**config.mk**
```make
export PLATFORM = sky130hd
export DESIGN_NAME = rmii_rx_sfd_flat
export DESIGN_NICKNAME = d
export VERILOG_FILES = /design/src/rtl/eth_rx_pkg.sv /design/src/rtl/rmii_rx_sfd_if.sv /design/src/rtl/rmii_rx_sfd.sv /design/src/flat_wrapper.sv
export SDC_FILE = /design/constraint.sdc
export NUM_CORES = 1
export LEC_CHECK = 0
export ABC_AREA = 1
export CAP_MARGIN = 20
export CORE_ASPECT_RATIO = 0.75
export CORE_MARGIN = 3
export CORE_UTILIZATION = 45
export CTS_CLUSTER_SIZE = 20
export DETAILED_ROUTE_END_ITERATION = 7
export MAX_ROUTING_LAYER = met4
export PLACE_DENSITY = 0.66
export SETUP_SLACK_MARGIN = 0.1
export SYNTH_ARGS = -nofsm -noshare
export SYNTH_HDL_FRONTEND = slang
export SYNTH_SLANG_ARGS = --single-unit
```
**constraint.sdc**
```tcl
create_clock -name clk_in -period 1.4 [get_ports clk_in]
set_input_delay 0.35 -clock clk_in [delete_from_list [all_inputs] [get_ports clk_in]]
set_output_delay 0.35 -clock clk_in [all_outputs]
set_load 0.01 [all_outputs]
```
**src/rtl/eth_rx_pkg.sv**
```systemverilog
// Shared types and constants for the RMII receive front end.
package eth_rx_pkg;

    typedef logic [1:0] dibit_t;

    typedef enum logic [1:0] {
        IDLE,
        PREAMBLE,
        DATA,
        DROP
    } state_t;

    localparam dibit_t DIBIT_PRE = 2'b01;
    localparam dibit_t DIBIT_SFD = 2'b11;

    localparam int                   PRE_CNT_W   = 5;
    localparam logic [PRE_CNT_W-1:0] PRE_CNT_MAX = 5'd31;

endpackage

```
**src/rtl/rmii_rx_sfd_if.sv**
```systemverilog
// RMII receive pins plus the payload/framing outputs of rmii_rx_sfd.
// slave = the receiver itself, master = the PHY/consumer side.
interface rmii_rx_sfd_if;
    import eth_rx_pkg::*;

    logic   crs_dv_in;
    dibit_t rxd_in;
    dibit_t dibit_out;
    logic   dibit_valid;
    logic   byte_valid;
    logic   frame_start;
    logic   frame_end;
    logic   frame_err;

    modport master (
        output crs_dv_in, rxd_in,
        input  dibit_out, dibit_valid, byte_valid, frame_start, frame_end, frame_err
    );

    modport slave (
        input  crs_dv_in, rxd_in,
        output dibit_out, dibit_valid, byte_valid, frame_start, frame_end, frame_err
    );

endinterface

```
**src/rtl/rmii_rx_sfd.sv**
```systemverilog
// RMII receive front end: strips preamble/SFD and emits payload dibits with framing strobes.
// Define RMII_RX_INPUT_REG_EN to add one input register stage (all latencies +1).
module rmii_rx_sfd
    import eth_rx_pkg::*;
#(
    parameter int MIN_PREAMBLE = 8,
    parameter int MAX_BYTES    = 1522
) (
    input  logic         clk_in,
    input  logic         rst_n_in,
    rmii_rx_sfd_if.slave rmii
);

    localparam int                    BYTE_CNT_W     = $clog2(MAX_BYTES + 1);
    localparam logic [BYTE_CNT_W-1:0] BYTE_CNT_LIMIT = BYTE_CNT_W'(MAX_BYTES);
    localparam logic [PRE_CNT_W-1:0]  PRE_MIN        = PRE_CNT_W'(MIN_PREAMBLE);

    logic   w_crs_dv;
    dibit_t w_rxd;

`ifdef RMII_RX_INPUT_REG_EN
    logic   r_crs_dv_q;
    dibit_t r_rxd_q;

    always_ff @(posedge clk_in or negedge rst_n_in) begin
        if (!rst_n_in) begin
            r_crs_dv_q <= 1'b0;
            r_rxd_q    <= 2'b00;
        end else begin
            r_crs_dv_q <= rmii.crs_dv_in;
            r_rxd_q    <= rmii.rxd_in;
        end
    end

    assign w_crs_dv = r_crs_dv_q;
    assign w_rxd    = r_rxd_q;
`else
    assign w_crs_dv = rmii.crs_dv_in;
    assign w_rxd    = rmii.rxd_in;
`endif

    state_t                r_state,       w_state;
    logic [PRE_CNT_W-1:0]  r_pre_cnt,     w_pre_cnt;
    logic [1:0]            r_phase,       w_phase;
    logic [BYTE_CNT_W-1:0] r_byte_cnt,    w_byte_cnt;
    dibit_t                r_dibit,       w_dibit;
    logic                  r_dibit_valid, w_dibit_valid;
    logic                  r_byte_pend,   w_byte_pend;
    logic                  r_frame_start, w_frame_start;
    logic                  r_frame_end,   w_frame_end;
    logic                  r_frame_err,   w_frame_err;
    logic                  r_byte_valid;

    always_ff @(posedge clk_in or negedge rst_n_in) begin
        if (!rst_n_in) begin
            r_state       <= IDLE;
            r_pre_cnt     <= '0;
            r_phase       <= '0;
            r_byte_cnt    <= '0;
            r_dibit       <= 2'b00;
            r_dibit_valid <= 1'b0;
            r_byte_pend   <= 1'b0;
            r_byte_valid  <= 1'b0;
            r_frame_start <= 1'b0;
            r_frame_end   <= 1'b0;
            r_frame_err   <= 1'b0;
        end else begin
            r_state       <= w_state;
            r_pre_cnt     <= w_pre_cnt;
            r_phase       <= w_phase;
            r_byte_cnt    <= w_byte_cnt;
            r_dibit       <= w_dibit;
            r_dibit_valid <= w_dibit_valid;
            r_byte_pend   <= w_byte_pend;
            // byte_valid trails the byte's last dibit_valid so it lines up with the assembled byte
            r_byte_valid  <= r_byte_pend;
            r_frame_start <= w_frame_start;
            r_frame_end   <= w_frame_end;
            r_frame_err   <= w_frame_err;
        end
    end

    always_comb begin
        w_state       = r_state;
        w_pre_cnt     = r_pre_cnt;
        w_phase       = r_phase;
        w_byte_cnt    = r_byte_cnt;
        w_dibit       = r_dibit;
        w_dibit_valid = 1'b0;
        w_byte_pend   = 1'b0;
        w_frame_start = 1'b0;
        w_frame_end   = 1'b0;
        w_frame_err   = 1'b0;

        case (r_state)
            IDLE: begin
                if (w_crs_dv && (w_rxd == DIBIT_PRE)) begin
                    w_state   = PREAMBLE;
                    w_pre_cnt = 5'd1;
                end
            end

            PREAMBLE: begin
                if (!w_crs_dv) begin
                    w_state = IDLE;
                end else if (w_rxd == DIBIT_PRE) begin
                    if (r_pre_cnt != PRE_CNT_MAX) begin
                        w_pre_cnt = r_pre_cnt + 5'd1;
                    end
                end else if ((w_rxd == DIBIT_SFD) && (r_pre_cnt >= PRE_MIN)) begin
                    w_state       = DATA;
                    w_frame_start = 1'b1;
                    w_phase       = 2'd0;
                    w_byte_cnt    = '0;
                end else begin
                    // Too-short preamble or corrupt dibit: nothing was announced, so leave silently
                    w_state = DROP;
                end
            end

            DATA: begin
                if (!w_crs_dv) begin
                    w_state     = IDLE;
                    w_frame_end = 1'b1;
                    w_frame_err = (r_phase != 2'd0) || (r_byte_cnt == '0);
                end else if ((r_phase == 2'd3) && (r_byte_cnt == BYTE_CNT_LIMIT)) begin
                    w_state     = DROP;
                    w_frame_end = 1'b1;
                    w_frame_err = 1'b1;
                end else begin
                    w_dibit_valid = 1'b1;
                    w_dibit       = w_rxd;
                    w_phase       = r_phase + 2'd1;
                    if (r_phase == 2'd3) begin
                        w_byte_cnt  = r_byte_cnt + 1'b1;
                        w_byte_pend = 1'b1;
                    end
                end
            end

            DROP: begin
                if (!w_crs_dv) begin
                    w_state = IDLE;
                end
            end

            default: begin
                w_state = IDLE;
            end
        endcase
    end

    assign rmii.dibit_out   = r_dibit;
    assign rmii.dibit_valid = r_dibit_valid;
    assign rmii.byte_valid  = r_byte_valid;
    assign rmii.frame_start = r_frame_start;
    assign rmii.frame_end   = r_frame_end;
    assign rmii.frame_err   = r_frame_err;

endmodule

```
**src/flat_wrapper.sv**
```systemverilog
// flat-port wrapper written by rule: the top's interface ports become plain ports
module rmii_rx_sfd_flat import eth_rx_pkg::*;
#(
    parameter int MIN_PREAMBLE = 8,
    parameter int MAX_BYTES    = 1522
)
  (clk_in, rst_n_in, rmii_crs_dv_in, rmii_rxd_in, rmii_dibit_out, rmii_dibit_valid, rmii_byte_valid, rmii_frame_start, rmii_frame_end, rmii_frame_err);
  rmii_rx_sfd_if rmii_i ();
  input  logic clk_in;
  input  logic rst_n_in;
  input wire logic [$bits(rmii_i.crs_dv_in)-1:0] rmii_crs_dv_in;
  input wire logic [$bits(rmii_i.rxd_in)-1:0] rmii_rxd_in;
  output wire logic [$bits(rmii_i.dibit_out)-1:0] rmii_dibit_out;
  output wire logic [$bits(rmii_i.dibit_valid)-1:0] rmii_dibit_valid;
  output wire logic [$bits(rmii_i.byte_valid)-1:0] rmii_byte_valid;
  output wire logic [$bits(rmii_i.frame_start)-1:0] rmii_frame_start;
  output wire logic [$bits(rmii_i.frame_end)-1:0] rmii_frame_end;
  output wire logic [$bits(rmii_i.frame_err)-1:0] rmii_frame_err;
  assign rmii_i.crs_dv_in = rmii_crs_dv_in;
  assign rmii_i.rxd_in = rmii_rxd_in;
  assign rmii_dibit_out = rmii_i.dibit_out;
  assign rmii_dibit_valid = rmii_i.dibit_valid;
  assign rmii_byte_valid = rmii_i.byte_valid;
  assign rmii_frame_start = rmii_i.frame_start;
  assign rmii_frame_end = rmii_i.frame_end;
  assign rmii_frame_err = rmii_i.frame_err;
  rmii_rx_sfd #(.MIN_PREAMBLE(MIN_PREAMBLE), .MAX_BYTES(MAX_BYTES)) u_core (.clk_in(clk_in), .rst_n_in(rst_n_in), .rmii(rmii_i));
endmodule
```
# Word-level counts from Yosys, hierarchy flattened
# Cells that the tools add are included.
dict set report totals {
  regBits 28
  output_inout_bits 7
  word_cells 92
}
dict set report classes {
  addsub 3
  order_cmp 1
  n_eq_ne 20
  muxes 42
  n_bitwise 1
  n_reduce_logical 14
}
# operator n
set op_table {}
lappend op_table {{two-way mux 11 bit} 6}
lappend op_table {{two-way mux 2 bit} 11}
lappend op_table {{one-hot mux 11 bit (2 select lines)} 1}
lappend op_table {{two-way mux 5 bit} 4}
lappend op_table {{two-way mux 1 bit} 17}
lappend op_table {{adder 11 x 1 -> 11 bit (second input constant)} 1}
lappend op_table {{== test 11 bit (second input constant)} 1}
lappend op_table {{logical NOT 11 bit} 1}
lappend op_table {{inequality test 2 x 1 -> 1 bit (second input constant)} 5}
lappend op_table {{inequality test 2 bit (second input constant)} 5}
lappend op_table {{one-hot mux 5 bit (2 select lines)} 1}
lappend op_table {{== test 2 bit (second input constant)} 4}
lappend op_table {{one-hot mux 2 bit (4 select lines)} 1}
lappend op_table {{AND reduction 7 bit} 1}
lappend op_table {{AND reduction 6 bit} 1}
lappend op_table {{nonzero test 2 bit} 3}
lappend op_table {{adder 5 x 1 -> 5 bit (second input constant)} 1}
lappend op_table {{greater-or-equal comparator 5 x 4 -> 1 bit (second input constant)} 1}
lappend op_table {{inequality test 5 bit (second input constant)} 1}
lappend op_table {{AND reduction 5 bit} 1}
lappend op_table {{== test 2 x 1 -> 1 bit (second input constant)} 2}
lappend op_table {{one-hot mux 2 bit (2 select lines)} 1}
lappend op_table {{AND reduction 4 bit} 1}
lappend op_table {{logical AND 1 bit} 3}
lappend op_table {{other kinds (7)} 7}

# Longest topological paths before layout
dict set report logic_depth {
  ltp_word 6
  depth_mapped 11
  depth_no_buf 10
}

# Least setup slack after synthesis
# No wires, ideal clock.
dict set report synth_path {
  kind {register -> register}
  from {register u_core.r_byte_cnt[0]}
  to {register u_core.r_state[1]}
  setup_ns 0.117
  arrival_time_ns 1.359
  slack_ns -0.076
  stages_incl_launch_ff 10
  path_buffers 0
  path_cell_list {dfrtp_1 inv_1 ha_1 nand2_1 nor2_1 nand4_1 nand2_2 nand3_1 nand2_1 nand2_1}
}
dict set report synth_between {
  elab_chain_cells 4
}
# element line_no
set synth_lines {}
lappend synth_lines {{start: declaration} rmii_rx_sfd.sv:45} ;# logic [BYTE_CNT_W-1:0] r_byte_cnt, w_byte_cnt;
lappend synth_lines {{start signal: assignment} rmii_rx_sfd.sv:71} ;# r_byte_cnt <= w_byte_cnt;
lappend synth_lines {{== test 11 bit} rmii_rx_sfd.sv:126} ;# end else if ((r_phase == 2'd3) && (r_byte_cnt == BYTE_CNT_LIMIT)) begin
lappend synth_lines {{logical AND 1 bit} rmii_rx_sfd.sv:126}
lappend synth_lines {{inequality test 3 x 2 -> 1 bit (no line)} -}
lappend synth_lines {{AND reduction 4 bit (no line)} -}
lappend synth_lines {{end signal: assignment} rmii_rx_sfd.sv:68} ;# r_state <= w_state;
lappend synth_lines {{end: declaration} rmii_rx_sfd.sv:42} ;# state_t r_state, w_state;
# No other way between the ends.
# A chain may end at the register's enable or synchronous reset.

# Worst setup path in the final report
dict set report layout_path {
  from {register u_core.r_byte_cnt[1]}
  to {register u_core.r_byte_cnt[7]}
}
dict set report layout_between {
  elab_chain_cells 5
}
# element line_no
set layout_lines {}
lappend layout_lines {{adder 11 x 1 -> 11 bit} rmii_rx_sfd.sv:135} ;# w_byte_cnt = r_byte_cnt + 1'b1;
lappend layout_lines {{two-way mux 11 bit} rmii_rx_sfd.sv:134} ;# if (r_phase == 2'd3) begin
lappend layout_lines {{two-way mux 11 bit} rmii_rx_sfd.sv:126}
lappend layout_lines {{two-way mux 11 bit} rmii_rx_sfd.sv:122} ;# if (!w_crs_dv) begin
lappend layout_lines {{one-hot mux 11 bit (2 select lines)} rmii_rx_sfd.sv:95} ;# case (r_state)
# Parallel ways exist; a longest one is shown, timed or not. The select of a mux whose other input is x is not followed.

==> impl_results.html <==
<table>
<tr><th>Metric</th><th>Value</th></tr>
<tr><th colspan="2">Cells and area</th></tr>
<tr><td>Post-Route Utilization</td><td>69.4%</td></tr>
<tr><td>Final antenna diode count</td><td>0</td></tr>
<tr><td>Net count of the finished layout</td><td>260</td></tr>
<tr><td>Fillers</td><td>241</td></tr>
<tr><td>Area growth from synthesis to layout</td><td>44.0%</td></tr>
<tr><td>Final Instance Area</td><td>2360 um2</td></tr>
<tr><td>Layout Cells excl Fill</td><td>295</td></tr>
<tr><td>Fraction of layout instances using a drive strength above 1</td><td>44.1%</td></tr>
<tr><th colspan="2">STA</th></tr>
<tr><td>Worst-Margin Slew</td><td>0.332 ns</td></tr>
<tr><td>Share of the clock period used by the worst path after layout</td><td>106%</td></tr>
<tr><td>RSZ-0062 raised after global routing</td><td>true</td></tr>
<tr><td>Number of pins exceeding their max-slew limit in the final report</td><td>0</td></tr>
<tr><td>FMAX</td><td>673 MHz</td></tr>
<tr><td>Minimum period implied by the final worst setup slack</td><td>1.49 ns</td></tr>
<tr><td>Count of endpoints failing setup in the final report</td><td>22</td></tr>
<tr><td>Setup ws final</td><td>-0.0856 ns</td></tr>
<tr><td>Relative slew slack</td><td>77.8%</td></tr>
<tr><td>Final setup TNS</td><td>-0.932 ns</td></tr>
<tr><td>Final worst clock skew</td><td>0.00355 ns</td></tr>
<tr><td>Count of final hold-check violations</td><td>0</td></tr>
<tr><th colspan="2">Placed design</th></tr>
<tr><td>Number of I/O port buffers</td><td>11</td></tr>
<tr><td>Placed inst area</td><td>1960 um2</td></tr>
<tr><td>HPWL Detailed</td><td>2570 um</td></tr>
<tr><td>Inst Count DP</td><td>282</td></tr>
<tr><td>RD Place Congestion</td><td>0.840</td></tr>
<tr><th colspan="2">Drt</th></tr>
<tr><td>Remaining number of nets flagged by the antenna check after routing</td><td>0</td></tr>
<tr><td>DRC violation total after the first TritonRoute iteration</td><td>101</td></tr>
<tr><td>DRC violations left</td><td>0</td></tr>
<tr><td>DR vias</td><td>1474</td></tr>
<tr><td>Vias per cell</td><td>5.00</td></tr>
<tr><td>Avg WL per Cell</td><td>13.5 um</td></tr>
<tr><td>WL final</td><td>3990 um</td></tr>
<tr><td>TritonRoute pass-1 iters</td><td>6</td></tr>
<tr><th colspan="2">Clocking</th></tr>
<tr><td>Bufs on Longest Clock Path</td><td>2</td></tr>
<tr><td>Clock root cell</td><td>clkbuf_8</td></tr>
<tr><td>H-tree level count</td><td>1</td></tr>
<tr><td>Number of buffers inserted during clock tree synthesis</td><td>3</td></tr>
<tr><td>Sinks on the clock net</td><td>28</td></tr>
<tr><td>TritonCTS clock tree</td><td>yes</td></tr>
<tr><td>Worst-skew pair later-pin latency</td><td>0.28 ns</td></tr>
<tr><td>Clock transition at path regs</td><td>0.09 ns</td></tr>
<tr><th colspan="2">Power</th></tr>
<tr><td>Share of total power in combinational logic</td><td>47.2%</td></tr>
<tr><td>Clk network pwr share</td><td>15.8%</td></tr>
<tr><td>Total power divided by cell area</td><td>1180 nW/um2</td></tr>
<tr><td>Power Internal</td><td>1.67 mW</td></tr>
<tr><td>Switching portion of total power</td><td>40.2%</td></tr>
<tr><td>Pwr Total</td><td>2.79 mW</td></tr>
<tr><td>Worst supply voltage drop on vdd</td><td>0.613 mV</td></tr>
<tr><td>Flop pwr share</td><td>36.9%</td></tr>
<tr><td>Psw</td><td>1.12 mW</td></tr>
<tr><td>Leakage power figure</td><td>1.09 nW</td></tr>
<tr><th colspan="2">GRT</th></tr>
<tr><td>Maximum number of pins on one net before global-route repair</td><td>29</td></tr>
<tr><td>Global router's overall resource usage</td><td>21.0%</td></tr>
<tr><td>Global-route wire length before repair</td><td>6760 um</td></tr>
<tr><td>Number of antenna violations at the first check in global routing</td><td>0</td></tr>
<tr><td>Global route overflow</td><td>0</td></tr>
<tr><td>Via count of the first global-routing pass</td><td>1485</td></tr>
<tr><th colspan="2">Synth</th></tr>
<tr><td>Share of synthesized area occupied by flip-flops and latches</td><td>42.7%</td></tr>
<tr><td>Area of the mapped netlist</td><td>1640 um2</td></tr>
<tr><td>Largest cells by area after synthesis</td><td>dfrtp_1 43%, nand2_1 15%, ha_1 6.1%</td></tr>
<tr><td>Number of nets in the synthesized netlist</td><td>215</td></tr>
<tr><td>Seq cells post-synth</td><td>28</td></tr>
<tr><td>Post-synth top flop</td><td>dfrtp_1</td></tr>
<tr><td>Gate count after technology mapping</td><td>202</td></tr>
<tr><td>Netlist cell types</td><td>29</td></tr>
<tr><td>Cell type with the highest aggregate area in the netlist</td><td>dfrtp_1</td></tr>
<tr><td>Most instantiated library cell after synthesis</td><td>nand2_1</td></tr>
<tr><td>Share of flip-flops with an asynchronous set or reset</td><td>100%</td></tr>
<tr><td>Average cell area after synthesis</td><td>8.11 um2</td></tr>
<tr><td>Commonest cells post-synth</td><td>64 x nand2_1, 28 x dfrtp_1, 20 x inv_1, 15 x nand3_1, 14 x nor2_1</td></tr>
<tr><td>Yosys warns</td><td>0</td></tr>
<tr><td>Fraction of synthesized cell area taken by the top area cell type</td><td>42.7%</td></tr>
<tr><td>EDFF count, synth</td><td>0</td></tr>
<tr><th colspan="2">Die</th></tr>
<tr><td>Vert. Die Dim</td><td>58.3 um</td></tr>
<tr><td># IOs</td><td>12</td></tr>
<tr><td>Starting Density</td><td>48.2%</td></tr>
<tr><td>Die span in x</td><td>75.7 um</td></tr>
<tr><td>Die Footprint</td><td>4410 um2</td></tr>
<tr><td>Number of placement rows</td><td>18</td></tr>
<tr><td>Std-Cell Core Area</td><td>3400 um2</td></tr>
<tr><th colspan="2">Worst setup path</th></tr>
<tr><td>Required @ worst endpoint</td><td>1.62 ns</td></tr>
<tr><td>Startpoint kind of the worst setup timing path</td><td>flip-flop</td></tr>
<tr><td>Largest driver fanout on the critical path</td><td>8</td></tr>
<tr><td>Signal arrival time at the worst endpoint</td><td>1.71 ns</td></tr>
<tr><td>Critical Path End Type</td><td>flip-flop</td></tr>
<tr><td>Type of the setup path with the least slack</td><td>flip-flop to flip-flop</td></tr>
<tr><th colspan="2">Run</th></tr>
<tr><td>Max capacitance violation total</td><td>0</td></tr>
<tr><th colspan="2">Status</th></tr>
<tr><td>Status</td><td>finished with violations</td></tr>
<tr><td>Violated checks</td><td>negative setup slack</td></tr>
<tr><th colspan="2">Hold path</th></tr>
<tr><td>Hold/Removal Path Class</td><td>flip-flop to flip-flop</td></tr>
</table>
-- repair_timing --
| action | 4_1_cts | 5_1_grt |
|---|---|---|
| pin swaps | 27 | 22 |
| setup endpoints to repair | 32 | 34 |
| setup buffers | 8 | 1 |
| hold endpoints to repair | 0 | 0 |
| cloned | 2 | 0 |
| hold buffers | 0 | 0 |
| resized for setup | 68 | 21 |
-- placed cells by master (no fill, tap or decap), types with 2 or more instances in the layout --
cell type and count:
nor2_1 10, ha_1 3, nand3_1 8, nand2_1 45, nand2_2 19, buf_12 2
nand3_4 2, clkbuf_8 3, nand4_1 6, nor2_4 9, inv_2 8, ha_4 4
buf_6 4, o21ai_1 4, nand3_2 6, xor2_1 2, inv_1 16, buf_4 24
dfrtp_2 2, nand2_4 3, nand2_8 3, nand3b_1 2, or2_2 3, dfrtp_1 26
dlygate4sd2_1 2, clkdlybuf4s15_1 6, o21ai_2 8, clkdlybuf4s50_1 2
-- power by group through the flow --
stage          Clock, mW  Sequential, mW  Combinational [mW]
4_1_cts            0.446            1.03                1.23
5_1_grt            0.486            1.04                1.43
3_3_place_gp           0            1.04               0.886
3_5_place_dp           0            1.04               0.942
6_report           0.441            1.03                1.32
2_1_floorplan          0            1.06               0.594
-- flip-flops by register name, indices dropped and copies added, names as in the netlist --
| register | count |
|---|---|
| u_core.r_byte_cnt | 11 |
| u_core.r_byte_pend | 1 |
| u_core.r_phase | 2 |
| u_core.r_pre_cnt | 5 |
| u_core.r_state | 2 |
| u_core.rmii.byte_valid | 1 |
| u_core.rmii.dibit_out | 2 |
| u_core.rmii.dibit_valid | 1 |
| u_core.rmii.frame_end | 1 |
| u_core.rmii.frame_err | 1 |
| u_core.rmii.frame_start | 1 |
-- through the flow --
step           hold WS (ns)  setup WS [ns]
2_1_floorplan        0.0544        -0.0113
3_3_place_gp          0.335         -0.279
3_5_place_dp          0.342         -0.341
4_1_cts               0.363         -0.114
5_1_grt               0.367         -0.163
6_report              0.360        -0.0856
-- worst paths after layout --
path,cells after the start,to,start,slack [ns]
worst max-delay path,9,u_core.r_byte_cnt[7],u_core.r_byte_cnt[1],-0.09
worst max register to register,9,u_core.r_byte_cnt[7],u_core.r_byte_cnt[1],-0.09
min in group asynchronous,2,u_core.rmii.byte_valid,rst_n_in,0.41
worst min register to register,0,u_core.rmii.byte_valid,u_core.r_byte_pend,0.36
worst min-delay path,0,u_core.rmii.byte_valid,u_core.r_byte_pend,0.36
max in group asynchronous,2,u_core.r_state[1],rst_n_in,0.82
-- final cells by class --
cell class	count	area (um2)	share of cell area (%)
multi-input combinational	148	1090	46.1
timing repair buffer	41	368	15.6
tap	50	62.6	2.65
sequential	28	703	29.8
inverter	25	96.3	4.08
clock buffer	3	41.3	1.75
-- cells by family after synthesis --
family / count (synthesis) / share of synthesized area, %
buffers and inverters: 27 / 7.48
and+or+nand+nor: 119 / 35.7
xor gates and xnor gates: 2 / 1.07
DFF: 28 / 42.7
AOI/OAI and AO/OA: 18 / 6.87
adders and majority gates: 8 / 6.11
-- worst max-delay path, stage by stage, from the launching register on --
cell and delay, ns:
dfrtp_1 0.43, ha_4 0.19, nand2_4 0.07, nor2_4 0.04
buf_4 0.14, nand3_4 0.05, nand2_4 0.08, nor2_4 0.24
nand3b_1 0.12, nand2_1 0.07
-- layer usage --
| metal | routed length [um] | GRT usage (%) | up-vias |
|---|---|---|---|
| met1 | 1780 | 26.4 | 702 |
| met5 | 0 | - | - |
| met4 | 33 | 3.99 | 0 |
| li1 | - | - | 729 |
| met3 | 157 | 4.68 | 8 |
| met2 | 2020 | 34.9 | 35 |
Note: power is estimated with default switching activity, not from simulation.
